$ cat config.mk
export PLATFORM = sky130hd
export DESIGN_NAME = id_stage_piped_flat
export DESIGN_NICKNAME = d
export VERILOG_FILES = /design/src/rtl/id_stage_piped_if.sv /design/src/rtl/id_stage_piped.sv /design/src/flat_wrapper.sv
export SDC_FILE = /design/constraint.sdc
export NUM_CORES = 2
export LEC_CHECK = 0
export BUFFER_PORTS_ARGS = -buffer_cell sky130_fd_sc_hd__buf_2
export CORE_MARGIN = 1.5
export CORE_UTILIZATION = 35
export CTS_CLUSTER_DIAMETER = 40
export DETAILED_ROUTE_END_ITERATION = 16
export HOLD_SLACK_MARGIN = 0.03
export PLACE_DENSITY = 0.56
export SYNTH_ARGS = -nofsm -noshare
export SYNTH_HDL_FRONTEND = slang
export SYNTH_SLANG_ARGS = --single-unit
$ cat constraint.sdc
create_clock -name clk -period 5 [get_ports clk]
set_clock_uncertainty 0.2 [all_clocks]
set_input_delay 0.5 -clock clk [delete_from_list [all_inputs] [get_ports clk]]
set_output_delay 0.5 -clock clk [all_outputs]
set_load 0.01 [all_outputs]
$ cat src/rtl/id_stage_piped_if.sv
// Decode-stage bus: IF/ID inputs, write-back port, branch outputs and the registered ID/EXE slot.
// The master drives the instruction and write-back side; the slave is the decode stage.
interface id_stage_piped_if #(
  parameter int unsigned DATA_W   = 32,
  parameter int unsigned STALL_CW = 16
);
  logic [31:0]         instruction;
  logic [DATA_W-1:0]   pc_next;
  logic                id_valid;
  logic                hazard_detected;
  logic                flush;
  logic                wb_en;
  logic [4:0]          wb_dest;
  logic [DATA_W-1:0]   wb_value;

  logic [4:0]          src1;
  logic [4:0]          src2;
  logic                br_taken;
  logic [DATA_W-1:0]   br_addr;
  logic                ex_valid;
  logic [DATA_W-1:0]   ex_val1;
  logic [DATA_W-1:0]   ex_val2;
  logic [DATA_W-1:0]   ex_reg2;
  logic [4:0]          ex_dest;
  logic [3:0]          ex_exe_cmd;
  logic                ex_mem_r_en;
  logic                ex_mem_w_en;
  logic                ex_wb_en;
  logic [STALL_CW-1:0] stall_count;

  modport master (
    output instruction, pc_next, id_valid, hazard_detected, flush, wb_en, wb_dest, wb_value,
    input  src1, src2, br_taken, br_addr, ex_valid, ex_val1, ex_val2, ex_reg2, ex_dest,
           ex_exe_cmd, ex_mem_r_en, ex_mem_w_en, ex_wb_en, stall_count
  );

  modport slave (
    input  instruction, pc_next, id_valid, hazard_detected, flush, wb_en, wb_dest, wb_value,
    output src1, src2, br_taken, br_addr, ex_valid, ex_val1, ex_val2, ex_reg2, ex_dest,
           ex_exe_cmd, ex_mem_r_en, ex_mem_w_en, ex_wb_en, stall_count
  );
endinterface

$ cat src/rtl/id_stage_piped.sv
// Decode stage: register file with write-through, control decode, branch resolution in ID,
// a registered ID/EXE slot with bubble/flush handling and a saturating stall counter.
module id_stage_piped #(
  parameter int unsigned DATA_W   = 32,  // must be >= 16
  parameter int unsigned NUM_REGS = 32,  // must be 2..32
  parameter int unsigned BR_SHIFT = 0,
  parameter int unsigned STALL_CW = 16
) (
  input logic             clk,
  input logic             rst,
  id_stage_piped_if.slave bus
);

  localparam int unsigned AW = (NUM_REGS > 1) ? $clog2(NUM_REGS) : 1;

  // Opcode map:
  //   1 ADD, 3 SUB, 5 AND, 6 OR, 7 NOR, 8 XOR, 9 SLA, 10 SLL, 11 SRA, 12 SRL,
  //   32 ADDI, 33 SUBI, 36 LD, 37 ST, 40 BEZ, 41 BNE, 42 JMP; anything else is a NOP.
  localparam logic [5:0] OpAdd  = 6'd1;
  localparam logic [5:0] OpSub  = 6'd3;
  localparam logic [5:0] OpAnd  = 6'd5;
  localparam logic [5:0] OpOr   = 6'd6;
  localparam logic [5:0] OpNor  = 6'd7;
  localparam logic [5:0] OpXor  = 6'd8;
  localparam logic [5:0] OpSla  = 6'd9;
  localparam logic [5:0] OpSll  = 6'd10;
  localparam logic [5:0] OpSra  = 6'd11;
  localparam logic [5:0] OpSrl  = 6'd12;
  localparam logic [5:0] OpAddi = 6'd32;
  localparam logic [5:0] OpSubi = 6'd33;
  localparam logic [5:0] OpLd   = 6'd36;
  localparam logic [5:0] OpSt   = 6'd37;
  localparam logic [5:0] OpBez  = 6'd40;
  localparam logic [5:0] OpBne  = 6'd41;
  localparam logic [5:0] OpJmp  = 6'd42;

  typedef enum logic [3:0] {
    CmdAdd = 4'b0000,
    CmdSub = 4'b0010,
    CmdAnd = 4'b0100,
    CmdOr  = 4'b0101,
    CmdNor = 4'b0110,
    CmdXor = 4'b0111,
    CmdSll = 4'b1000,
    CmdSra = 4'b1001,
    CmdSrl = 4'b1010
  } exe_cmd_e;

  typedef enum logic [1:0] {BrNone, BrBez, BrBne, BrJmp} br_type_e;

  // Instruction fields
  logic [5:0]  op;
  logic [4:0]  dest;
  logic [4:0]  src1;
  logic [4:0]  src2;
  logic [15:0] imm;

  assign op   = bus.instruction[31:26];
  assign dest = bus.instruction[25:21];
  assign src1 = bus.instruction[20:16];
  assign imm  = bus.instruction[15:0];

  // Control decode
  exe_cmd_e dec_cmd;
  br_type_e dec_br;
  logic     dec_wb;
  logic     dec_mem_r;
  logic     dec_mem_w;
  logic     dec_imm;
  logic     dec_st_bne;

  always_comb begin
    dec_cmd    = CmdAdd;
    dec_br     = BrNone;
    dec_wb     = 1'b0;
    dec_mem_r  = 1'b0;
    dec_mem_w  = 1'b0;
    dec_imm    = 1'b0;
    dec_st_bne = 1'b0;
    case (op)
      OpAdd:         dec_wb = 1'b1;
      OpSub:         begin dec_cmd = CmdSub; dec_wb = 1'b1; end
      OpAnd:         begin dec_cmd = CmdAnd; dec_wb = 1'b1; end
      OpOr:          begin dec_cmd = CmdOr;  dec_wb = 1'b1; end
      OpNor:         begin dec_cmd = CmdNor; dec_wb = 1'b1; end
      OpXor:         begin dec_cmd = CmdXor; dec_wb = 1'b1; end
      OpSla, OpSll:  begin dec_cmd = CmdSll; dec_wb = 1'b1; end
      OpSra:         begin dec_cmd = CmdSra; dec_wb = 1'b1; end
      OpSrl:         begin dec_cmd = CmdSrl; dec_wb = 1'b1; end
      OpAddi:        begin dec_wb = 1'b1; dec_imm = 1'b1; end
      OpSubi:        begin dec_cmd = CmdSub; dec_wb = 1'b1; dec_imm = 1'b1; end
      OpLd:          begin dec_wb = 1'b1; dec_mem_r = 1'b1; dec_imm = 1'b1; end
      OpSt:          begin dec_mem_w = 1'b1; dec_imm = 1'b1; dec_st_bne = 1'b1; end
      OpBez:         dec_br = BrBez;
      OpBne:         begin dec_br = BrBne; dec_st_bne = 1'b1; end
      OpJmp:         dec_br = BrJmp;
      default:       ;
    endcase
  end

  // Stores and BNE read their second operand through the dest field
  assign src2 = dec_st_bne ? dest : bus.instruction[15:11];

  // Register file
  logic [DATA_W-1:0] rf_q [NUM_REGS];
  logic              wr_ok;
  logic              rd1_ok;
  logic              rd2_ok;
  logic [DATA_W-1:0] rd1;
  logic [DATA_W-1:0] rd2;

  assign wr_ok  = bus.wb_en && (bus.wb_dest != 5'd0) && (32'(bus.wb_dest) < NUM_REGS);
  assign rd1_ok = (src1 != 5'd0) && (32'(src1) < NUM_REGS);
  assign rd2_ok = (src2 != 5'd0) && (32'(src2) < NUM_REGS);

  always_comb begin
    rd1 = '0;
    rd2 = '0;
    if (rd1_ok) rd1 = (wr_ok && bus.wb_dest == src1) ? bus.wb_value : rf_q[src1[AW-1:0]];
    if (rd2_ok) rd2 = (wr_ok && bus.wb_dest == src2) ? bus.wb_value : rf_q[src2[AW-1:0]];
  end

  always_ff @(posedge clk) begin
    if (rst) begin
      for (int i = 0; i < NUM_REGS; i++) rf_q[i] <= '0;
    end else if (wr_ok) begin
      rf_q[bus.wb_dest[AW-1:0]] <= bus.wb_value;
    end
  end

  // Operands and branch resolution
  logic [DATA_W-1:0] imm_ext;
  logic [DATA_W-1:0] val2;
  logic              cond;

  assign imm_ext = {{(DATA_W-16){imm[15]}}, imm};
  assign val2    = dec_imm ? imm_ext : rd2;

  always_comb begin
    cond = 1'b0;
    case (dec_br)
      BrBez:   cond = (rd1 == '0);
      BrBne:   cond = (rd1 != rd2);
      BrJmp:   cond = 1'b1;
      default: cond = 1'b0;
    endcase
  end

  assign bus.src1     = src1;
  assign bus.src2     = src2;
  assign bus.br_taken = bus.id_valid && !bus.hazard_detected && (dec_br != BrNone) && cond;
  assign bus.br_addr  = bus.pc_next + (imm_ext << BR_SHIFT);

  // ID/EXE slot; bubbles keep their data fields at zero
  logic              ex_valid_q;
  logic [DATA_W-1:0] ex_val1_q;
  logic [DATA_W-1:0] ex_val2_q;
  logic [DATA_W-1:0] ex_reg2_q;
  logic [4:0]        ex_dest_q;
  logic [3:0]        ex_cmd_q;
  logic              ex_mem_r_q;
  logic              ex_mem_w_q;
  logic              ex_wb_q;
  logic              bubble;

  assign bubble = bus.flush || bus.hazard_detected || !bus.id_valid;

  always_ff @(posedge clk) begin
    if (rst || bubble) begin
      ex_valid_q <= 1'b0;
      ex_val1_q  <= '0;
      ex_val2_q  <= '0;
      ex_reg2_q  <= '0;
      ex_dest_q  <= '0;
      ex_cmd_q   <= '0;
      ex_mem_r_q <= 1'b0;
      ex_mem_w_q <= 1'b0;
      ex_wb_q    <= 1'b0;
    end else begin
      ex_valid_q <= 1'b1;
      ex_val1_q  <= rd1;
      ex_val2_q  <= val2;
      ex_reg2_q  <= rd2;
      ex_dest_q  <= dest;
      ex_cmd_q   <= dec_cmd;
      ex_mem_r_q <= dec_mem_r;
      ex_mem_w_q <= dec_mem_w;
      ex_wb_q    <= dec_wb;
    end
  end

  assign bus.ex_valid    = ex_valid_q;
  assign bus.ex_val1     = ex_val1_q;
  assign bus.ex_val2     = ex_val2_q;
  assign bus.ex_reg2     = ex_reg2_q;
  assign bus.ex_dest     = ex_dest_q;
  assign bus.ex_exe_cmd  = ex_cmd_q;
  assign bus.ex_mem_r_en = ex_mem_r_q;
  assign bus.ex_mem_w_en = ex_mem_w_q;
  assign bus.ex_wb_en    = ex_wb_q;

  // Stall counter: a flushed cycle is not a stall even if hazard is raised
  logic [STALL_CW-1:0] stall_q;

  always_ff @(posedge clk) begin
    if (rst) begin
      stall_q <= '0;
    end else if (bus.id_valid && bus.hazard_detected && !bus.flush && (stall_q != '1)) begin
      stall_q <= stall_q + 1'b1;
    end
  end

  assign bus.stall_count = stall_q;

endmodule
$ cat src/flat_wrapper.sv
// flat-port wrapper written by rule: the top's interface ports become plain ports
module id_stage_piped_flat 
#(
  parameter int unsigned DATA_W   = 32,                  
  parameter int unsigned NUM_REGS = 32,                  
  parameter int unsigned BR_SHIFT = 0,
  parameter int unsigned STALL_CW = 16
)
  (clk, rst, bus_instruction, bus_pc_next, bus_id_valid, bus_hazard_detected, bus_flush, bus_wb_en, bus_wb_dest, bus_wb_value, bus_src1, bus_src2, bus_br_taken, bus_br_addr, bus_ex_valid, bus_ex_val1, bus_ex_val2, bus_ex_reg2, bus_ex_dest, bus_ex_exe_cmd, bus_ex_mem_r_en, bus_ex_mem_w_en, bus_ex_wb_en, bus_stall_count);
  id_stage_piped_if #(.DATA_W(DATA_W), .STALL_CW(STALL_CW)) bus_i ();
  input logic clk;
  input logic rst;
  input wire logic [$bits(bus_i.instruction)-1:0] bus_instruction;
  input wire logic [$bits(bus_i.pc_next)-1:0] bus_pc_next;
  input wire logic [$bits(bus_i.id_valid)-1:0] bus_id_valid;
  input wire logic [$bits(bus_i.hazard_detected)-1:0] bus_hazard_detected;
  input wire logic [$bits(bus_i.flush)-1:0] bus_flush;
  input wire logic [$bits(bus_i.wb_en)-1:0] bus_wb_en;
  input wire logic [$bits(bus_i.wb_dest)-1:0] bus_wb_dest;
  input wire logic [$bits(bus_i.wb_value)-1:0] bus_wb_value;
  output wire logic [$bits(bus_i.src1)-1:0] bus_src1;
  output wire logic [$bits(bus_i.src2)-1:0] bus_src2;
  output wire logic [$bits(bus_i.br_taken)-1:0] bus_br_taken;
  output wire logic [$bits(bus_i.br_addr)-1:0] bus_br_addr;
  output wire logic [$bits(bus_i.ex_valid)-1:0] bus_ex_valid;
  output wire logic [$bits(bus_i.ex_val1)-1:0] bus_ex_val1;
  output wire logic [$bits(bus_i.ex_val2)-1:0] bus_ex_val2;
  output wire logic [$bits(bus_i.ex_reg2)-1:0] bus_ex_reg2;
  output wire logic [$bits(bus_i.ex_dest)-1:0] bus_ex_dest;
  output wire logic [$bits(bus_i.ex_exe_cmd)-1:0] bus_ex_exe_cmd;
  output wire logic [$bits(bus_i.ex_mem_r_en)-1:0] bus_ex_mem_r_en;
  output wire logic [$bits(bus_i.ex_mem_w_en)-1:0] bus_ex_mem_w_en;
  output wire logic [$bits(bus_i.ex_wb_en)-1:0] bus_ex_wb_en;
  output wire logic [$bits(bus_i.stall_count)-1:0] bus_stall_count;
  assign bus_i.instruction = bus_instruction;
  assign bus_i.pc_next = bus_pc_next;
  assign bus_i.id_valid = bus_id_valid;
  assign bus_i.hazard_detected = bus_hazard_detected;
  assign bus_i.flush = bus_flush;
  assign bus_i.wb_en = bus_wb_en;
  assign bus_i.wb_dest = bus_wb_dest;
  assign bus_i.wb_value = bus_wb_value;
  assign bus_src1 = bus_i.src1;
  assign bus_src2 = bus_i.src2;
  assign bus_br_taken = bus_i.br_taken;
  assign bus_br_addr = bus_i.br_addr;
  assign bus_ex_valid = bus_i.ex_valid;
  assign bus_ex_val1 = bus_i.ex_val1;
  assign bus_ex_val2 = bus_i.ex_val2;
  assign bus_ex_reg2 = bus_i.ex_reg2;
  assign bus_ex_dest = bus_i.ex_dest;
  assign bus_ex_exe_cmd = bus_i.ex_exe_cmd;
  assign bus_ex_mem_r_en = bus_i.ex_mem_r_en;
  assign bus_ex_mem_w_en = bus_i.ex_mem_w_en;
  assign bus_ex_wb_en = bus_i.ex_wb_en;
  assign bus_stall_count = bus_i.stall_count;
  id_stage_piped #(.DATA_W(DATA_W), .NUM_REGS(NUM_REGS), .BR_SHIFT(BR_SHIFT), .STALL_CW(STALL_CW)) u_core (.clk(clk), .rst(rst), .bus(bus_i));
endmodule
==> impl_results.md <==
* Core Area at 179000 um^2
* Drc violations at 0
* Failing checks: negative setup slack
* Vias in the first global route at roughly 54000
* Layout cells sized above 1 at around a third
* CP Cell Sequence: buf_2 > and4bb_4 > buf_12 > buf_8 > and3_4 > nor2_8 > buf_12 > buf_6 > clkinv_8 > mux2_2 > o21ai_4 > o22ai_4 > a2111oi_4 > or2_4 > o221ai_2 > nor4_2 > nand4_1 > o41a_1 > buf_2
* Synth Register Bits at 1149
* Fin Setup TNS at -589 ps
* Vias after detailed routing at 56700
* Die X at 428 um
* Fin crit share at 112%
* Synth unique cells at around 120
* DR pass1 iterations at 6
* Crit Path Max Fanout at 7
* Pre-CTS setup slack at -1280 ps
* Syn Area/Cell at around 11 um^2
* Initial DRC Count at just under 9000
* Max Root-Sink Buffers at 3
* Sequential fraction of the synthesis area at 52.6%
* Power Dens Cells at between 300 and 400 nW/um^2
* Worst slew margin at roughly 8.0%
* CTS root buffer: clkbuf_16
* Worst-Margin Slew at approximately 1400 ps
* Fillcell total at between 15000 and 20000
* Clock sinks at 1149
* Final WL at between 300 and 400 mm
* Yosys warnings at 0
* Crit path capture type: output port
* Row cnt at around 160
* Run status: finished with violations
* DP HPWL at between 200 and 250 mm
* Clk Latency, worst-skew pair at between 800 and 900 ps
* RSZ-0062 raised after global routing: true
* ANT nets after route at 0
* Setup violations, final at 1
* Top FF cell, synth: edfxtp_1
* Die height at 428 um
* GP Congestion at 1.06
* Final Max Tran Viols at 0
* Area contributors post-synth: edfxtp_1 49%, mux4_2 9.1%, and2_1 7.4%
* CP arrival at between 4000 and 5000 ps
* CTS tree: yes
* Synth Cell Area at 63200 um^2
* Reg clk slew, reported paths at ~50 ps
* CP peak stage delay at approximately 600 ps
* First-pass GRT wire length at ~440 mm
* Post-synth top area share at between 40% and 50%
* Worst setup margin at -589 ps
* Initial antenna violation count at 33
* Cell area after placement at 73900 um^2
* Gr ovfl total at 0
* Vias per cell at 6.24
* Syn Inst Count at roughly 5500
* Crit path launch type: input port
* Biggest area consumer among synthesized cells: edfxtp_1
* Total GRT Usage at between 30% and 40%
* Post-route minimum period at between 5000 and 6000 ps
* Worst hold slack at 35.0 ps
* CP delay by family, top: compound AO/OA/AOI/OAI gates
* Synth top cells by count: 1024 x edfxtp_1, 745 x and2_1, 617 x nand2_1, 311 x nor3_1, 303 x clkbuf_1
* CP bufs+invs at 7
* Critical path type: input port to output port
* Worst path required time at around 4300 ps
* Layout Nets at around 6700
* Final Hold Viols at 0
* Area of the die at approximately 180000 um^2
* Starting Density at between 30% and 40%
* Largest net degree at the start of global routing at 70
* Slowest-stage cell, CP: a2111oi_4
* EDFF count, synth at between 1000 and 1500
* F_max at 179 MHz
* Final Total Pwr at about 32000 uW
* Area growth from synthesis to layout at 32.1%
* Async SR Flop Fraction at 0%
* Top-count cell post-synth: edfxtp_1
* Worst Hold Class: input port to register
* Worst reg2reg setup slack at roughly 1800 ps
* Count of input and output buffers at 274
* Final instance area at around 83000 um^2
* Number of I/O pins at 275
* Max Cap Viol at 0
* Total CTS buffers at ~210
* H-tree depth at 4
* Wirelength per Cell at approximately 36 um
* Cell leakage power at roughly 0.032 uW
* VDD IR-drop max at ~0.32 mV
[state kept, by name (all words and copies together), names as in the netlist]
signal                  cells
u_core.bus.ex_mem_w_en      1
u_core.bus.ex_exe_cmd       4
u_core.bus.ex_val1         32
u_core.bus.stall_count     16
u_core.bus.ex_wb_en         1
u_core.bus.ex_val2         32
u_core.bus.ex_reg2         32
u_core.bus.ex_valid         1
u_core.rf_q              1024
u_core.bus.ex_dest          5
u_core.bus.ex_mem_r_en      1
[worst paths after layout]
kind                             start                         to  depth (start not counted)
max                bus_instruction[30]               bus_br_taken                         19
min                bus_instruction[28]   u_core.bus.ex_exe_cmd[2]                          5
max reg2reg        u_core.rf_q[13][27]     u_core.bus.ex_val2[27]                         12
min reg2reg  u_core.bus.stall_count[5]  u_core.bus.stall_count[5]                          2
[cell type report]
cell class	count	area (um^2)	area share [%]
repair buffers	1333	11200	13.4
clock inverters	173	2170	2.60
multi-input cells	3788	28300	33.8
well taps	2355	2950	3.53
clock buffers	223	5340	6.39
flip-flops and latches	1149	33300	39.8
repair inverters	3	62.6	0.0749
diodes	18	45.0	0.0540
inverters	45	198	0.237
[logic make-up (layout without fill, tap and decap cells)]
| kind of cell | Yosys count | in the layout | share of synthesized area, % |
|---|---|---|---|
| AOI/OAI and AO/OA | 861 | 861 | 9.68 |
| xor gates and xnor gates | 65 | 65 | 0.913 |
| adders and majority gates | 33 | 33 | 0.665 |
| buffers and inverters | 591 | 1777 | 4.53 |
| DFF | 1149 | 1149 | 52.6 |
| muxes | 461 | 461 | 12.4 |
| other | 1 | 50 | 0.00593 |
| and+or+nand+nor | 2336 | 2336 | 19.2 |
[routing by layer]
layer	share of wire, %	GRT usage, %	up-vias
met3	13	10.4	1098
met4	7.6	22.6	18
met1	36	42.6	28200
li1	-	-	22700
met2	43	51.3	4659
met5	0.10	0.833	-
[worst register-to-register path, stage by stage (launching register included)]
cell      delay, ps
edfxtp_1        420
and3b_1         200
a311o_1         270
mux2_2          260
a221oi_1        340
a31oi_1          80
a31oi_1         220
buf_4           150
o21ai_1         130
o211ai_1        190
buf_4           170
buf_4           110
o21ai_0         180
[metrics by stage]
stage / cells / util (%)
detailed placement: 8589 / 41.3
CTS: 9065 / 46.5
global route: 9073 / 46.6
global placement: 8589 / 41.3
floorplan: 5528 / -
finish: 9087 / 46.6
[power breakdown]
group	switching, uW	leakage [uW]	internal (uW)
sequential	298	0.0108	11000
combinational	3270	0.0176	2050
clock	5760	0.00358	9290
total	9320	0.0319	22300
[timing repair]
| item | in CTS | in global routing |
|---|---|---|
| gates resized for setup | 187 | 31 |
| setup buffers | 34 | 5 |
| gates cloned | 9 | 1 |
| hold endpoints to repair | 71 | 0 |
| pin swaps | 60 | 19 |
| endpoints found under the setup margin | 1 | 8 |
| hold buffers | 39 | 0 |
[layout by cell type (no fill, tap or decap), types with 28 or more instances in the layout]
| cell | n |
|---|---|
| mux2i_1 | 187 |
| buf_4 | 870 |
| dlygate4sd3_1 | 39 |
| nor2_2 | 33 |
| clkbuf_16 | 212 |
| nor2_1 | 176 |
| nor3_1 | 305 |
| or2_2 | 36 |
| a21oi_1 | 177 |
| nand3_1 | 132 |
| a32oi_1 | 46 |
| ha_1 | 32 |
| o22ai_1 | 33 |
| buf_12 | 115 |
| buf_2 | 268 |
| and2_1 | 741 |
| dfxtp_1 | 125 |
| mux4_2 | 254 |
| a31oi_1 | 54 |
| inv_1 | 39 |
| buf_6 | 28 |
| nand4_1 | 46 |
| conb_1 | 32 |
| a211oi_1 | 74 |
| and3_1 | 103 |
| xnor2_1 | 35 |
| nand2_1 | 613 |
| a22oi_1 | 67 |
| o21ai_0 | 83 |
| edfxtp_1 | 1024 |
No activity file was read; power rests on OpenSTA's default activity.
